[src/rtl/spi_pkg.sv]
// Shared SPI definitions for the slave receiver and the team's SPI master.
//   SPI_DATA_W  : default word width
//   CPOL/CPHA   : SPI mode 0 (clock idles low, sample on rising edge)
//   spi_state_e : slave framing states
package spi_pkg;

    localparam int SPI_DATA_W = 8;

    localparam bit CPOL = 1'b0;
    localparam bit CPHA = 1'b0;

    typedef enum logic {
        IDLE   = 1'b0,
        ACTIVE = 1'b1
    } spi_state_e;

endpackage

[src/rtl/spi_slave_rx_if.sv]
// Consumer-side bus of the SPI slave receiver.
//   slave  modport : seen by spi_slave_rx (drives data/status, takes rx_ready/ovr_clr)
//   master modport : seen by the consumer of received bytes
//   rx_data/rx_valid/rx_ready : one-entry valid/ready holding register
//   overrun/ovr_clr           : sticky drop flag and its clear
//   frame_err                 : one-cycle pulse, CS rose mid-byte
//   busy                      : chip select (synchronised) asserted
interface spi_slave_rx_if
    import spi_pkg::*;
#(
    parameter int DATA_W = SPI_DATA_W
);

    logic [DATA_W-1:0] rx_data;
    logic              rx_valid;
    logic              rx_ready;
    logic              overrun;
    logic              ovr_clr;
    logic              frame_err;
    logic              busy;

    modport slave (
        output rx_data,
        output rx_valid,
        output overrun,
        output frame_err,
        output busy,
        input  rx_ready,
        input  ovr_clr
    );

    modport master (
        input  rx_data,
        input  rx_valid,
        input  overrun,
        input  frame_err,
        input  busy,
        output rx_ready,
        output ovr_clr
    );

endinterface

[src/rtl/spi_sync.sv]
// N-stage synchroniser for one asynchronous pin.
//   clk, rst : local clock, async active-high reset
//   d        : asynchronous input
//   q        : synchronised output, N clk cycles of latency
//   RST_VAL  : value loaded into every stage on reset
module spi_sync #(
    parameter int   N       = 2,
    parameter logic RST_VAL = 1'b0
) (
    input  logic clk,
    input  logic rst,
    input  logic d,
    output logic q
);

    logic [N-1:0] ff;

    always_ff @(posedge clk or posedge rst) begin
        if (rst) begin
            ff <= {N{RST_VAL}};
        end else begin
            ff <= {ff[N-2:0], d};
        end
    end

    assign q = ff[N-1];

endmodule

[src/rtl/spi_slave_rx.sv]
// SPI mode 0 slave receiver, MSB first, DATA_W-bit words.
// Pins are synchronised into clk, bytes are deserialised on synced SCLK
// rises and handed over through a one-entry valid/ready holding register.
//
// Ports:
//   clk, rst        : system clock, async active-high reset
//   sclk_in         : SPI clock pin (idles low)
//   cs_in           : chip select pin, active low
//   mosi_in         : serial data in
//   rx_bus (slave)  : rx_data/rx_valid/rx_ready, overrun/ovr_clr, frame_err, busy
//   miso, tx_data   : only when SPI_SLAVE_TX_EN is defined (full duplex)
//
// Build option: define SPI_SLAVE_TX_EN to add the transmit shifter.
//
// state  | meaning
// -------+-------------------------------------------------------------
// IDLE   | CS deasserted (or not yet re-armed); counter and shifter cleared
// ACTIVE | CS asserted; shift on each SCLK rise, multi-byte frames allowed
module spi_slave_rx
    import spi_pkg::*;
#(
    parameter int SYNC_STAGES = 2,
    parameter int DATA_W      = SPI_DATA_W
) (
    input  logic               clk,
    input  logic               rst,
    input  logic               sclk_in,
    input  logic               cs_in,
    input  logic               mosi_in,
`ifdef SPI_SLAVE_TX_EN
    output logic               miso,
    input  logic [DATA_W-1:0]  tx_data,
`endif
    spi_slave_rx_if.slave      rx_bus
);

    localparam int CNT_W = $clog2(DATA_W);
    localparam logic [CNT_W-1:0] LAST_BIT = CNT_W'(DATA_W - 1);

    logic sclk_s;
    logic cs_s;
    logic mosi_s;
    logic sclk_d;

    spi_sync #(.N(SYNC_STAGES), .RST_VAL(1'b0)) u_sync_sclk (
        .clk (clk), .rst (rst), .d (sclk_in), .q (sclk_s)
    );
    spi_sync #(.N(SYNC_STAGES), .RST_VAL(1'b1)) u_sync_cs (
        .clk (clk), .rst (rst), .d (cs_in), .q (cs_s)
    );
    spi_sync #(.N(SYNC_STAGES), .RST_VAL(1'b0)) u_sync_mosi (
        .clk (clk), .rst (rst), .d (mosi_in), .q (mosi_s)
    );

    spi_state_e        state;
    spi_state_e        state_nxt;
    logic [DATA_W-1:0] shift;
    logic [CNT_W-1:0]  bit_cnt;
    logic [DATA_W-1:0] byte_word;
    logic              rise;
    logic              rx_rise;
    logic              byte_done;

    // After reset the CS synchroniser shows its reset value, not the pin.
    // flush_pipe tracks when the synchronised CS reflects real pin samples,
    // so a CS held low across reset cannot open a frame mid-byte.
    logic [SYNC_STAGES-1:0] flush_pipe;
    logic                   armed;

    logic [DATA_W-1:0] rx_data_q;
    logic              rx_valid_q;
    logic              overrun_q;
    logic              busy_c;
    logic              frame_err_c;

    assign rise      = sclk_s & ~sclk_d;
    assign rx_rise   = (state == ACTIVE) & ~cs_s & rise;
    assign byte_done = rx_rise & (bit_cnt == LAST_BIT);
    assign byte_word = {shift[DATA_W-2:0], mosi_s};

    // ---------------- FSM: state register ----------------
    always_ff @(posedge clk or posedge rst) begin
        if (rst) begin
            state <= IDLE;
        end else begin
            state <= state_nxt;
        end
    end

    // ---------------- FSM: next state ----------------
    always_comb begin
        state_nxt = state;
        case (state)
            IDLE:    if (!cs_s && armed) state_nxt = ACTIVE;
            ACTIVE:  if (cs_s)           state_nxt = IDLE;
            default: state_nxt = IDLE;
        endcase
    end

    // ---------------- FSM: outputs ----------------
    always_comb begin
        busy_c      = (state == ACTIVE);
        frame_err_c = (state == ACTIVE) && cs_s && (bit_cnt != '0);
    end

    // ---------------- pin history, arming ----------------
    always_ff @(posedge clk or posedge rst) begin
        if (rst) begin
            sclk_d     <= 1'b0;
            flush_pipe <= '0;
            armed      <= 1'b0;
        end else begin
            sclk_d     <= sclk_s;
            flush_pipe <= {flush_pipe[SYNC_STAGES-2:0], 1'b1};
            if (flush_pipe[SYNC_STAGES-1] && cs_s) begin
                armed <= 1'b1;
            end
        end
    end

    // ---------------- receive shifter ----------------
    // Leaving ACTIVE (or sitting in IDLE) discards any partial byte.
    always_ff @(posedge clk or posedge rst) begin
        if (rst) begin
            shift   <= '0;
            bit_cnt <= '0;
        end else if (state != ACTIVE || cs_s) begin
            shift   <= '0;
            bit_cnt <= '0;
        end else if (rise) begin
            shift   <= byte_word;
            bit_cnt <= (bit_cnt == LAST_BIT) ? '0 : bit_cnt + CNT_W'(1);
        end
    end

    // ---------------- holding register ----------------
    // A completing byte may replace the held one only when the consumer
    // takes the held one in that same cycle; otherwise it is dropped.
    always_ff @(posedge clk or posedge rst) begin
        if (rst) begin
            rx_data_q  <= '0;
            rx_valid_q <= 1'b0;
            overrun_q  <= 1'b0;
        end else begin
            if (byte_done && (!rx_valid_q || rx_bus.rx_ready)) begin
                rx_data_q  <= byte_word;
                rx_valid_q <= 1'b1;
            end else if (rx_valid_q && rx_bus.rx_ready) begin
                rx_valid_q <= 1'b0;
            end

            if (byte_done && rx_valid_q && !rx_bus.rx_ready) begin
                overrun_q <= 1'b1;
            end else if (rx_bus.ovr_clr) begin
                overrun_q <= 1'b0;
            end
        end
    end

    assign rx_bus.rx_data   = rx_data_q;
    assign rx_bus.rx_valid  = rx_valid_q;
    assign rx_bus.overrun   = overrun_q;
    assign rx_bus.frame_err = frame_err_c;
    assign rx_bus.busy      = busy_c;

`ifdef SPI_SLAVE_TX_EN
    // ---------------- transmit shifter ----------------
    // The fall following the last rise of a byte sees bit_cnt already
    // wrapped to zero; that fall reloads the next word instead of shifting.
    logic [DATA_W-1:0] tx_shift;
    logic              fall;

    assign fall = ~sclk_s & sclk_d;

    always_ff @(posedge clk or posedge rst) begin
        if (rst) begin
            tx_shift <= '0;
        end else if (state == IDLE && state_nxt == ACTIVE) begin
            tx_shift <= tx_data;
        end else if (state == ACTIVE && !cs_s && fall) begin
            if (bit_cnt == '0) begin
                tx_shift <= tx_data;
            end else begin
                tx_shift <= {tx_shift[DATA_W-2:0], 1'b0};
            end
        end
    end

    assign miso = (state == ACTIVE) ? tx_shift[DATA_W-1] : 1'b0;
`endif

endmodule

[src/flat_wrapper.sv]
// flat-port wrapper written by rule: the top's interface ports become plain ports
module spi_slave_rx_flat import spi_pkg::*;
#(
    parameter int SYNC_STAGES = 2,
    parameter int DATA_W      = SPI_DATA_W
)
  (clk, rst, sclk_in, cs_in, mosi_in, rx_bus_rx_data, rx_bus_rx_valid, rx_bus_overrun, rx_bus_frame_err, rx_bus_busy, rx_bus_rx_ready, rx_bus_ovr_clr);
  spi_slave_rx_if #(.DATA_W(DATA_W)) rx_bus_i ();
  input  logic clk;
  input  logic rst;
  input  logic sclk_in;
  input  logic cs_in;
  input  logic mosi_in;
  output wire logic [$bits(rx_bus_i.rx_data)-1:0] rx_bus_rx_data;
  output wire logic [$bits(rx_bus_i.rx_valid)-1:0] rx_bus_rx_valid;
  output wire logic [$bits(rx_bus_i.overrun)-1:0] rx_bus_overrun;
  output wire logic [$bits(rx_bus_i.frame_err)-1:0] rx_bus_frame_err;
  output wire logic [$bits(rx_bus_i.busy)-1:0] rx_bus_busy;
  input wire logic [$bits(rx_bus_i.rx_ready)-1:0] rx_bus_rx_ready;
  input wire logic [$bits(rx_bus_i.ovr_clr)-1:0] rx_bus_ovr_clr;
  assign rx_bus_rx_data = rx_bus_i.rx_data;
  assign rx_bus_rx_valid = rx_bus_i.rx_valid;
  assign rx_bus_overrun = rx_bus_i.overrun;
  assign rx_bus_frame_err = rx_bus_i.frame_err;
  assign rx_bus_busy = rx_bus_i.busy;
  assign rx_bus_i.rx_ready = rx_bus_rx_ready;
  assign rx_bus_i.ovr_clr = rx_bus_ovr_clr;
  spi_slave_rx #(.SYNC_STAGES(SYNC_STAGES), .DATA_W(DATA_W)) u_core (.clk(clk), .rst(rst), .sclk_in(sclk_in), .cs_in(cs_in), .mosi_in(mosi_in), .rx_bus(rx_bus_i));
endmodule
[config.mk]
export PLATFORM = sky130hd
export DESIGN_NAME = spi_slave_rx_flat
export DESIGN_NICKNAME = d
export VERILOG_FILES = /design/src/rtl/spi_pkg.sv /design/src/rtl/spi_slave_rx_if.sv /design/src/rtl/spi_sync.sv /design/src/rtl/spi_slave_rx.sv /design/src/flat_wrapper.sv
export SDC_FILE = /design/constraint.sdc
export NUM_CORES = 1
export LEC_CHECK = 0
export ABC_AREA = 1
export CORE_UTILIZATION = 46
export DETAILED_ROUTE_END_ITERATION = 6
export GPL_TIMING_DRIVEN = 0
export PLACE_DENSITY = 0.7
export SETUP_SLACK_MARGIN = 0.4
export SYNTH_ARGS = -nofsm -noshare
export SYNTH_HDL_FRONTEND = slang
export SYNTH_SLANG_ARGS = --single-unit
[constraint.sdc]
create_clock -name clk -period 2.69 [get_ports clk]
set_clock_uncertainty 0.1 [all_clocks]
set_input_delay 0.269 -clock clk [delete_from_list [all_inputs] [get_ports clk]]
set_output_delay 0.269 -clock clk [all_outputs]
set_load 0.005 [all_outputs]
==> impl_metrics.json, run 1 <==
{
  "antenna_found_initial": 0,
  "place.port_buffers": 18,
  "die_h_um": 53.45,
  "synth_top_area_frac": 0.5961,
  "tns_ns": 0,
  "synth_cells": 109,
  "clkTransAtPathRegs_ns": 0.09,
  "pin_count": 19,
  "syn_to_final_growth_pct": 24.97,
  "rsz0062_at_grt": "false",
  "synth_top_area_cell": "dfrtp_1",
  "nNetsFinal": 144,
  "synth_area_leaders": "dfrtp_1, nand2_1, inv_1",
  "reg2reg_from": "u_core.bit_cnt[0]",
  "h-tree-depth": 2,
  "grt_pass1_vias": 729,
  "cp.arrival_ns": 1.74,
  "gr-usage-met3": 0.08621,
  "worst_pin_slew_ns": 1.112,
  "seq_area_frac_synth": 0.6393,
  "hold_slack_ns": 0.2426,
  "post_cts_buffers": 0,
  "grt_use_met2": 0.2354,
  "clock.fmax_mhz": 474.7,
  "grt_max_degree": 32,
  "postSynthAreaPerCell_um2": 11.17,
  "drc": 0,
  "antenna_left": 0,
  "clock_latency_ns": 0.33,
  "min_to": "u_core.u_sync_cs.ff[0]",
  "fillers": 217,
  "root_buffer": "clkbuf_4",
  "fin_crit_sh": 0.7831,
  "crit_chain": "inv_1 > ha_1 > a211oi_1 > clkdlybuf4s50_1",
  "vias": 807,
  "syn_area_mm2": 0.001217,
  "grt_pass1_wl_mm": 3.187,
  "max_slew_margin": 0.2580,
  "power.leakage_uw": 0.0007410,
  "min_period_ns": 2.107,
  "maxSlewViolCount": 0,
  "layout_common_cells": "dfrtp_1, nand2_1, clkdlybuf4s50_1",
  "tritoncts": "done",
  "cp_max_fo": 3,
  "layout_commonest_cell": "dfrtp_1",
  "yosysWarnings": 0,
  "yosysUniqueCellTypes": 22,
  "dp_hpwl_mm": 1.323,
  "cts_sinks": 31,
  "drt-initial-drc-count": 14,
  "critical_path.top_delay_family": "buffers and inverters",
  "overflow": 0,
  "criticalPathCategory": "register to output port",
  "finalHoldViolations": 0,
  "cts_resized": 0,
  "dr.pass1.iters": 4,
  "numCtsBuffers": 5,
  "crit_path_top_delay_cell": "clkdlybuf4s50_1",
  "initial_core_util": 0.4870,
  "hold_path_depth": 1,
  "grtUsageTotal": 0.1710,
  "setup.worst_path.end_class": "output port",
  "r2r-end": "u_core.bit_cnt[0]",
  "multi_input_area_um2": 341.6,
  "required_ns": 2.32,
  "path_buf_inv": 2,
  "num_rows": 18,
  "critPathMaxStageDelay_ns": 0.53,
  "reg2reg_depth": 5,
  "drive_gt1_frac": 0.1481,
  "antenna_cells": 0,
  "min_from": "cs_in",
  "use_met1": 0.2037,
  "maxCapViolations": 0,
  "ys_ff_latch": 31,
  "grt-busiest-layer": "met2",
  "wirelength_mm": 1.848,
  "die_area_mm2": 0.002856,
  "setup_violations": 0,
  "wl_per_cell_um": 11.20,
  "ff2ff_setup_slack_ns": 1.31,
  "cts_buffer_depth": 2,
  "run_status": "completed",
  "seq_area_um2": 778.2,
  "viasPerCell": 4.891,
  "powerDensity_mw_per_mm2": 590.9,
  "syn-num-nets": 119,
  "dieWidth_um": 53.45,
  "vdd_ir_drop_max_uv": 550.6,
  "gp_congestion": 0.7499,
  "cts_hold_buf": 0,
  "start_kind": "register",
  "hold_class": "input port to register",
  "coreArea_mm2": 0.002500
}
## how the worst max path moves through the flow
stage,start,to,slack [ns],cells after the start
after floorplan,u_core.bit_cnt[0],u_core.bit_cnt[0],1.40,5
after detailed placement,rst,u_core.rx_bus.overrun,0.93,2
after global routing,u_core.bit_cnt[0],rx_bus_frame_err,0.44,4
final,u_core.bit_cnt[0],rx_bus_frame_err,0.58,4
after global placement,u_core.bit_cnt[0],rx_bus_frame_err,0.97,4
after CTS,u_core.bit_cnt[0],rx_bus_frame_err,0.54,4
## metal layers
layer  wire length (um)  share of wire  vias to the layer above
li1                   -              -                      403
met1                826           0.45                      377
met2                849           0.46                       23
met3                123          0.067                        4
met4                 48          0.026                        0
met5                  0              0                        -
## Yosys cell counts, drive strengths merged
cell,n
a211oi,1
buf,2
clkbuf,1
conb,1
dfrtp,29
dfstp,2
ha,3
inv,17
nand2,28
nand3,2
nand3b,1
nand4,8
nor2,2
o21ai,7
o22ai,5
## cell families (layout without fill, tap and decap cells)
family	count (synthesis)	in the layout	synth area share
other cells	1	1	0.003080
fa+ha+maj	3	3	0.03084
buf+inv	20	46	0.08016
simple gates	41	41	0.1860
compound gates	13	13	0.06064
flops	31	31	0.6393
## report_power, final
part / internal (uW) / total (uW) / switching [uW]
Combinational: 17.5 / 42.6 / 25.1
Sequential: 476 / 482 / 5.71
Clock: 220 / 374 / 155
## final cells by class
type | instances | area share
Clock inverter | 2 | 0.02303
Inverter | 17 | 0.04194
Timing Repair Buffer | 18 | 0.1184
Multi-Input combinational cell | 58 | 0.2245
Sequential cell | 31 | 0.5115
Buffer | 3 | 0.02220
Tap cell | 30 | 0.02467
Clock buffer | 6 | 0.03372
## worst register-to-register path, delay by kind of cell, from the launching register on
| family | cells | cell delay [ns] |
|---|---|---|
| fa+ha+maj | 2 | 0.44 |
| flops | 1 | 0.40 |
| compound gates | 1 | 0.07 |
| buf+inv | 1 | 0.16 |
| simple gates | 1 | 0.15 |
## state kept, by name, summed over array words and instances (netlist names), 2 cells and up
register               flops
u_core.rx_bus.rx_data      8
u_core.u_sync_cs.ff        2
u_core.u_sync_mosi.ff      2
u_core.u_sync_sclk.ff      2
u_core.bit_cnt             3
u_core.shift               7
u_core.flush_pipe          2
## metrics by stage
| stage | power [uW] | instances | area [um^2] | setup WS, ns | util |
|---|---|---|---|---|---|
| 3_5_place_dp | 535.2 | 157 | 1435 | 0.9300 | 0.5741 |
| 4_1_cts | 917.0 | 165 | 1521 | 0.5421 | 0.6086 |
| 3_3_place_gp | 533.7 | 157 | 1435 | 0.9709 | 0.5741 |
| 2_1_floorplan | 516.6 | 109 | 1217 | 1.402 | - |
| 5_1_grt | 944.0 | 165 | 1521 | 0.4354 | 0.6086 |
| 6_report | 899.1 | 165 | 1521 | 0.5835 | 0.6086 |
No activity file was read; power rests on OpenSTA's default activity.
==> run 2, diff against run 1 <==
==> constraint.sdc (replaced) <==
create_clock -name clk -period 2 [get_ports clk]
set_clock_uncertainty 0.1 [all_clocks]
set_input_delay 0.2 -clock clk [delete_from_list [all_inputs] [get_ports clk]]
set_output_delay 0.2 -clock clk [all_outputs]
set_load 0.005 [all_outputs]
==> impl_metrics.json, run 2 (synthesis gave the netlist of run 1 again) <==
{
  "antenna_cells": 0,
  "place.port_buffers": 18,
  "largest_register_ff_count": 8,
  "finalHoldViolations": 0,
  "grt_max_degree": 32,
  "drt-initial-drc-count": 18,
  "die_h_um": 53.45,
  "rsz0062_at_grt": "true",
  "cp_max_fo": 3,
  "vdd_ir_drop_max_uv": 758.3,
  "nNetsFinal": 146,
  "wirelength_mm": 1.920,
  "clock.fmax_mhz": 634.9,
  "antenna_left": 0,
  "drc": 0,
  "criticalPathCategory": "register to output port",
  "vias": 816,
  "required_ns": 1.70,
  "fin_cells": 167,
  "cts_hold_buf": 0,
  "cts_buffer_depth": 2,
  "grt_pass1_wl_mm": 3.174,
  "dr.pass1.iters": 4,
  "num_rows": 18,
  "min_period_ns": 1.575,
  "grt_pass1_vias": 735,
  "hold_slack_ns": 0.1735,
  "initial_core_util": 0.4870,
  "place_area_mm2": 0.001435,
  "clock_latency_ns": 0.33,
  "maxSlewViolCount": 0,
  "dp_cells": 157,
  "overflow": 0,
  "cts_sinks": 31,
  "critPathMaxStageDelay_ns": 0.38,
  "tns_ns": 0,
  "die_area_mm2": 0.002856,
  "clkTransAtPathRegs_ns": 0.10,
  "hold_class": "input port to register",
  "finalInstanceArea_mm2": 0.001549,
  "setup.worst_path.end_class": "output port",
  "crit_path_top_delay_cell": "dfrtp_1",
  "h-tree-depth": 2,
  "dieWidth_um": 53.45,
  "viasPerCell": 4.886,
  "root_buffer": "clkbuf_4",
  "pin_count": 19,
  "powerDensity_mw_per_mm2": 786.9,
  "gp_congestion": 0.7499,
  "maxCapViolations": 0,
  "drive_gt1_frac": 0.1971,
  "numCtsBuffers": 5,
  "cp.arrival_ns": 1.28,
  "fin_crit_sh": 0.7875,
  "layout_commonest_cell": "dfrtp_1",
  "setup_violations": 0,
  "coreArea_mm2": 0.002500,
  "syn_to_final_growth_pct": 27.24,
  "antenna_found_initial": 0,
  "max_slew_margin": 0.2473,
  "grtUsageTotal": 0.1704,
  "crit_chain": "inv_2 > ha_4 > a211oi_2 > buf_2",
  "layout_common_cells": "dfrtp_1, nand2_1, clkdlybuf4s50_1",
  "dp_hpwl_mm": 1.323,
  "tritoncts": "done",
  "power.leakage_uw": 0.0007557,
  "wl_per_cell_um": 11.50,
  "worst_pin_slew_ns": 1.128,
  "run_status": "completed",
  "start_kind": "register"
}
## run 2: critical path: cells and delay by family (launching register included)
family | cells | cell delay [ns]
compound gates | 1 | 0.21
buf+inv | 2 | 0.21
fa+ha+maj | 1 | 0.15
flops | 1 | 0.38
## run 2: where the power goes
part / switching [uW] / leakage [uW] / internal [uW]
Combinational: 37.0 / 0.000306 / 27.4
Clock: 211 / 0.0000482 / 295
Sequential: 7.12 / 0.000401 / 641
Total: 255 / 0.000756 / 963
## run 2: what timing repair did
action | 4_1_cts | 5_1_grt
endpoints found under the setup margin | 1 | 2
gates resized for setup | 6 | 3
buffers inserted | 1 | 1
pin swaps | 1 | 2
## run 2: final timing paths
check,end,slack [ns],from,cells after the start
hold / removal,u_core.u_sync_cs.ff[0],0.17,cs_in,1
hold reg to reg,u_core.u_sync_cs.ff[1],0.26,u_core.u_sync_cs.ff[0],0
setup reg to reg,u_core.bit_cnt[0],0.45,u_core.bit_cnt[0],6
max in group asynchronous,u_core.bit_cnt[1],0.77,rst,2
setup / recovery,rx_bus_frame_err,0.42,u_core.bit_cnt[0],4
min in group asynchronous,u_core.rx_bus.rx_data[0],0.35,rst,2
## run 2: area by class of cell
type	instances	area, um^2
sequential	31	778.2
clock inverter	2	35.03
tap	30	37.54
buffer	3	33.78
inverter	17	63.81
clock buffer	6	51.30
multi-input combinational	58	359.1
fill	214	950.9
timing repair buffer	20	190.2
## run 2: through the flow
step / setup slack (ns) / total power (uW) / utilization
floorplan: 0.7122 / 694.8 / -
global placement: 0.3499 / 717.8 / 0.5741
detailed placement: 0.3090 / 719.8 / 0.5741
CTS: 0.4055 / 1235 / 0.6116
global route: 0.3271 / 1276 / 0.6196
finish: 0.4250 / 1219 / 0.6196
## run 2: metal layers
metal | track usage | vias up | share of wire
met1 | 0.1982 | 380 | 0.45
met5 | 0 | - | 0
met3 | 0.08621 | 4 | 0.064
met4 | 0.1184 | 0 | 0.026
li1 | - | 410 | -
met2 | 0.2396 | 22 | 0.46
==> run 3, diff against run 2 <==
==> constraint.sdc (replaced) <==
create_clock -name clk -period 1.6 [get_ports clk]
set_clock_uncertainty 0.1 [all_clocks]
set_input_delay 0.16 -clock clk [delete_from_list [all_inputs] [get_ports clk]]
set_output_delay 0.16 -clock clk [all_outputs]
set_load 0.005 [all_outputs]
==> impl_metrics.json, run 3 (synthesis gave the netlist of run 1 again) <==
{
  "place_area_mm2": 0.001450,
  "fin_crit_sh": 0.9314,
  "h-tree-depth": 2,
  "finalHoldViolations": 0,
  "crit_chain": "inv_2 > ha_4 > a211oi_2 > buf_2",
  "layout_commonest_cell": "dfrtp_1",
  "start_kind": "register",
  "cts_hold_buf": 0,
  "cp.depth": 4,
  "wl_met1_mm": 1.109,
  "required_ns": 1.34,
  "seqPwrFrac": 0.515,
  "initial_core_util": 0.4870,
  "endpoint": "rx_bus_frame_err",
  "overflow": 0,
  "vdd_ir_drop_max_uv": 858.7,
  "syn_to_final_growth_pct": 43.47,
  "criticalPathCategory": "register to output port",
  "tns_ns": 0,
  "grtUsageTotal": 0.2046,
  "ff2ff_setup_slack_ns": 0.20,
  "cp.arrival_ns": 1.23,
  "min_period_ns": 1.490,
  "antenna_found_initial": 0,
  "dr.max_layer_used": "met4",
  "power.leakage_uw": 0.0008632,
  "cts_buffer_depth": 2,
  "dp_hpwl_mm": 1.377,
  "maxCapViolations": 0,
  "clock.fmax_mhz": 671.0,
  "die_h_um": 53.45,
  "cp-startpoint": "u_core.bit_cnt[0]",
  "viasPerCell": 5.066,
  "clkTransAtPathRegs_ns": 0.09,
  "die_area_mm2": 0.002856,
  "wl_met2_mm": 1.216,
  "hold_path_depth": 1,
  "cts_sinks": 31,
  "setup.worst_path.end_class": "output port",
  "wl_per_cell_um": 13.90,
  "maxSlewViolCount": 0,
  "place_ws_ns": -0.03280,
  "coreArea_mm2": 0.002500,
  "dp_cells": 157,
  "nNetsFinal": 162,
  "dieWidth_um": 53.45,
  "fin_cells": 183,
  "clockPowerShare": 0.404,
  "drc": 0,
  "max_slew_margin": 0.5707,
  "pin_count": 19,
  "finalInstanceArea_mm2": 0.001747,
  "grt_pass1_vias": 887,
  "critPathMaxStageDelay_ns": 0.39,
  "rsz0062_at_grt": "true",
  "numCtsBuffers": 5,
  "place.port_buffers": 18,
  "dr.pass1.iters": 4,
  "layout_common_cells": "dfrtp_1, nand2_1, inv_1",
  "wirelength_mm": 2.544,
  "r2r-end": "u_core.bit_cnt[0]",
  "setup_violations": 0,
  "setup_ws_ns": 0.1098,
  "gp_congestion": 0.7388,
  "dr_wl_met3_um": 150,
  "antenna_left": 0,
  "powerDensity_mw_per_mm2": 900.8,
  "path_buf_inv": 2,
  "reg2reg_depth": 6,
  "drt-initial-drc-count": 29,
  "worst_pin_slew_ns": 0.6426,
  "hold_class": "input port to register",
  "p_comb_frac": 0.081,
  "run_status": "completed",
  "crit_path_top_delay_cell": "dfrtp_1",
  "tritoncts": "done",
  "vias": 927,
  "num_rows": 18,
  "grt_pass1_wl_mm": 3.870,
  "intPower_uw": 1232,
  "switchingPower_uw": 341.1,
  "clock_latency_ns": 0.33,
  "reg2reg_from": "u_core.bit_cnt[0]",
  "cp_max_fo": 2,
  "drive_gt1_frac": 0.4444,
  "swShare": 0.2168,
  "grt_max_degree": 32,
  "antenna_cells": 0,
  "critical_path.top_delay_family": "flip-flops",
  "root_buffer": "clkbuf_4",
  "min_from": "cs_in",
  "largest_register_ff_count": 8
}
## run 3: changes by cell type in the layout (fill, tap and decap cells not counted), sizes merged
| cell | before | now |
|---|---|---|
| clkinvlp | 0 | 1 |
| inv | 17 | 16 |
| clkbuf | 7 | 16 |
| buf | 5 | 23 |
| clkdlybuf4s50 | 17 | 6 |
## run 3: cell type report
class	count	area (um^2)
inverters	17	70.07
fillers	171	753.2
flip-flops and latches	31	778.2
clock buffers	6	51.30
well taps	30	37.54
plain buffers	3	33.78
multi-input cells	58	436.7
repair buffers	36	304.0
clock inverters	2	35.03
## run 3: power by group through the flow
stage / logic (uW) / registers [uW] / clock network (uW)
final: 127 / 810 / 636
after global routing: 138 / 812 / 684
after CTS: 112 / 810 / 648
after detailed placement: 74.3 / 826 / 0
after global placement: 72.6 / 825 / 0
after floorplan: 44.7 / 824 / 0
## run 3: worst min-delay path by stage
stage,endpoint,slack (ns)
2_1_floorplan,u_core.u_sync_cs.ff[0],0.06
3_3_place_gp,u_core.u_sync_mosi.ff[1],0.24
3_5_place_dp,u_core.u_sync_mosi.ff[1],0.24
4_1_cts,u_core.u_sync_cs.ff[0],0.13
5_1_grt,u_core.u_sync_cs.ff[0],0.11
6_report,u_core.u_sync_cs.ff[0],0.14
## run 3: routing by layer
| metal | vias to the layer above | track usage |
|---|---|---|
| met5 | - | 0 |
| met4 | 0 | 0.1096 |
| met3 | 9 | 0.08621 |
| met2 | 34 | 0.3229 |
| met1 | 443 | 0.2316 |
| li1 | 441 | - |
## run 3: what timing repair did
action	CTS	global route
gates cloned	2	0
pin swaps	4	4
setup buffers	11	5
resized for setup	46	25
endpoints found under the setup margin	54	31
## run 3: metrics by stage
step	power (uW)	hold WS, ns	util
final	1573	0.1409	0.6987
after global routing	1633	0.1143	0.6987
after CTS	1570	0.1298	0.6797
after detailed placement	900.6	0.2363	0.5801
after global placement	897.9	0.2353	0.5801
after floorplan	868.6	0.06448	-
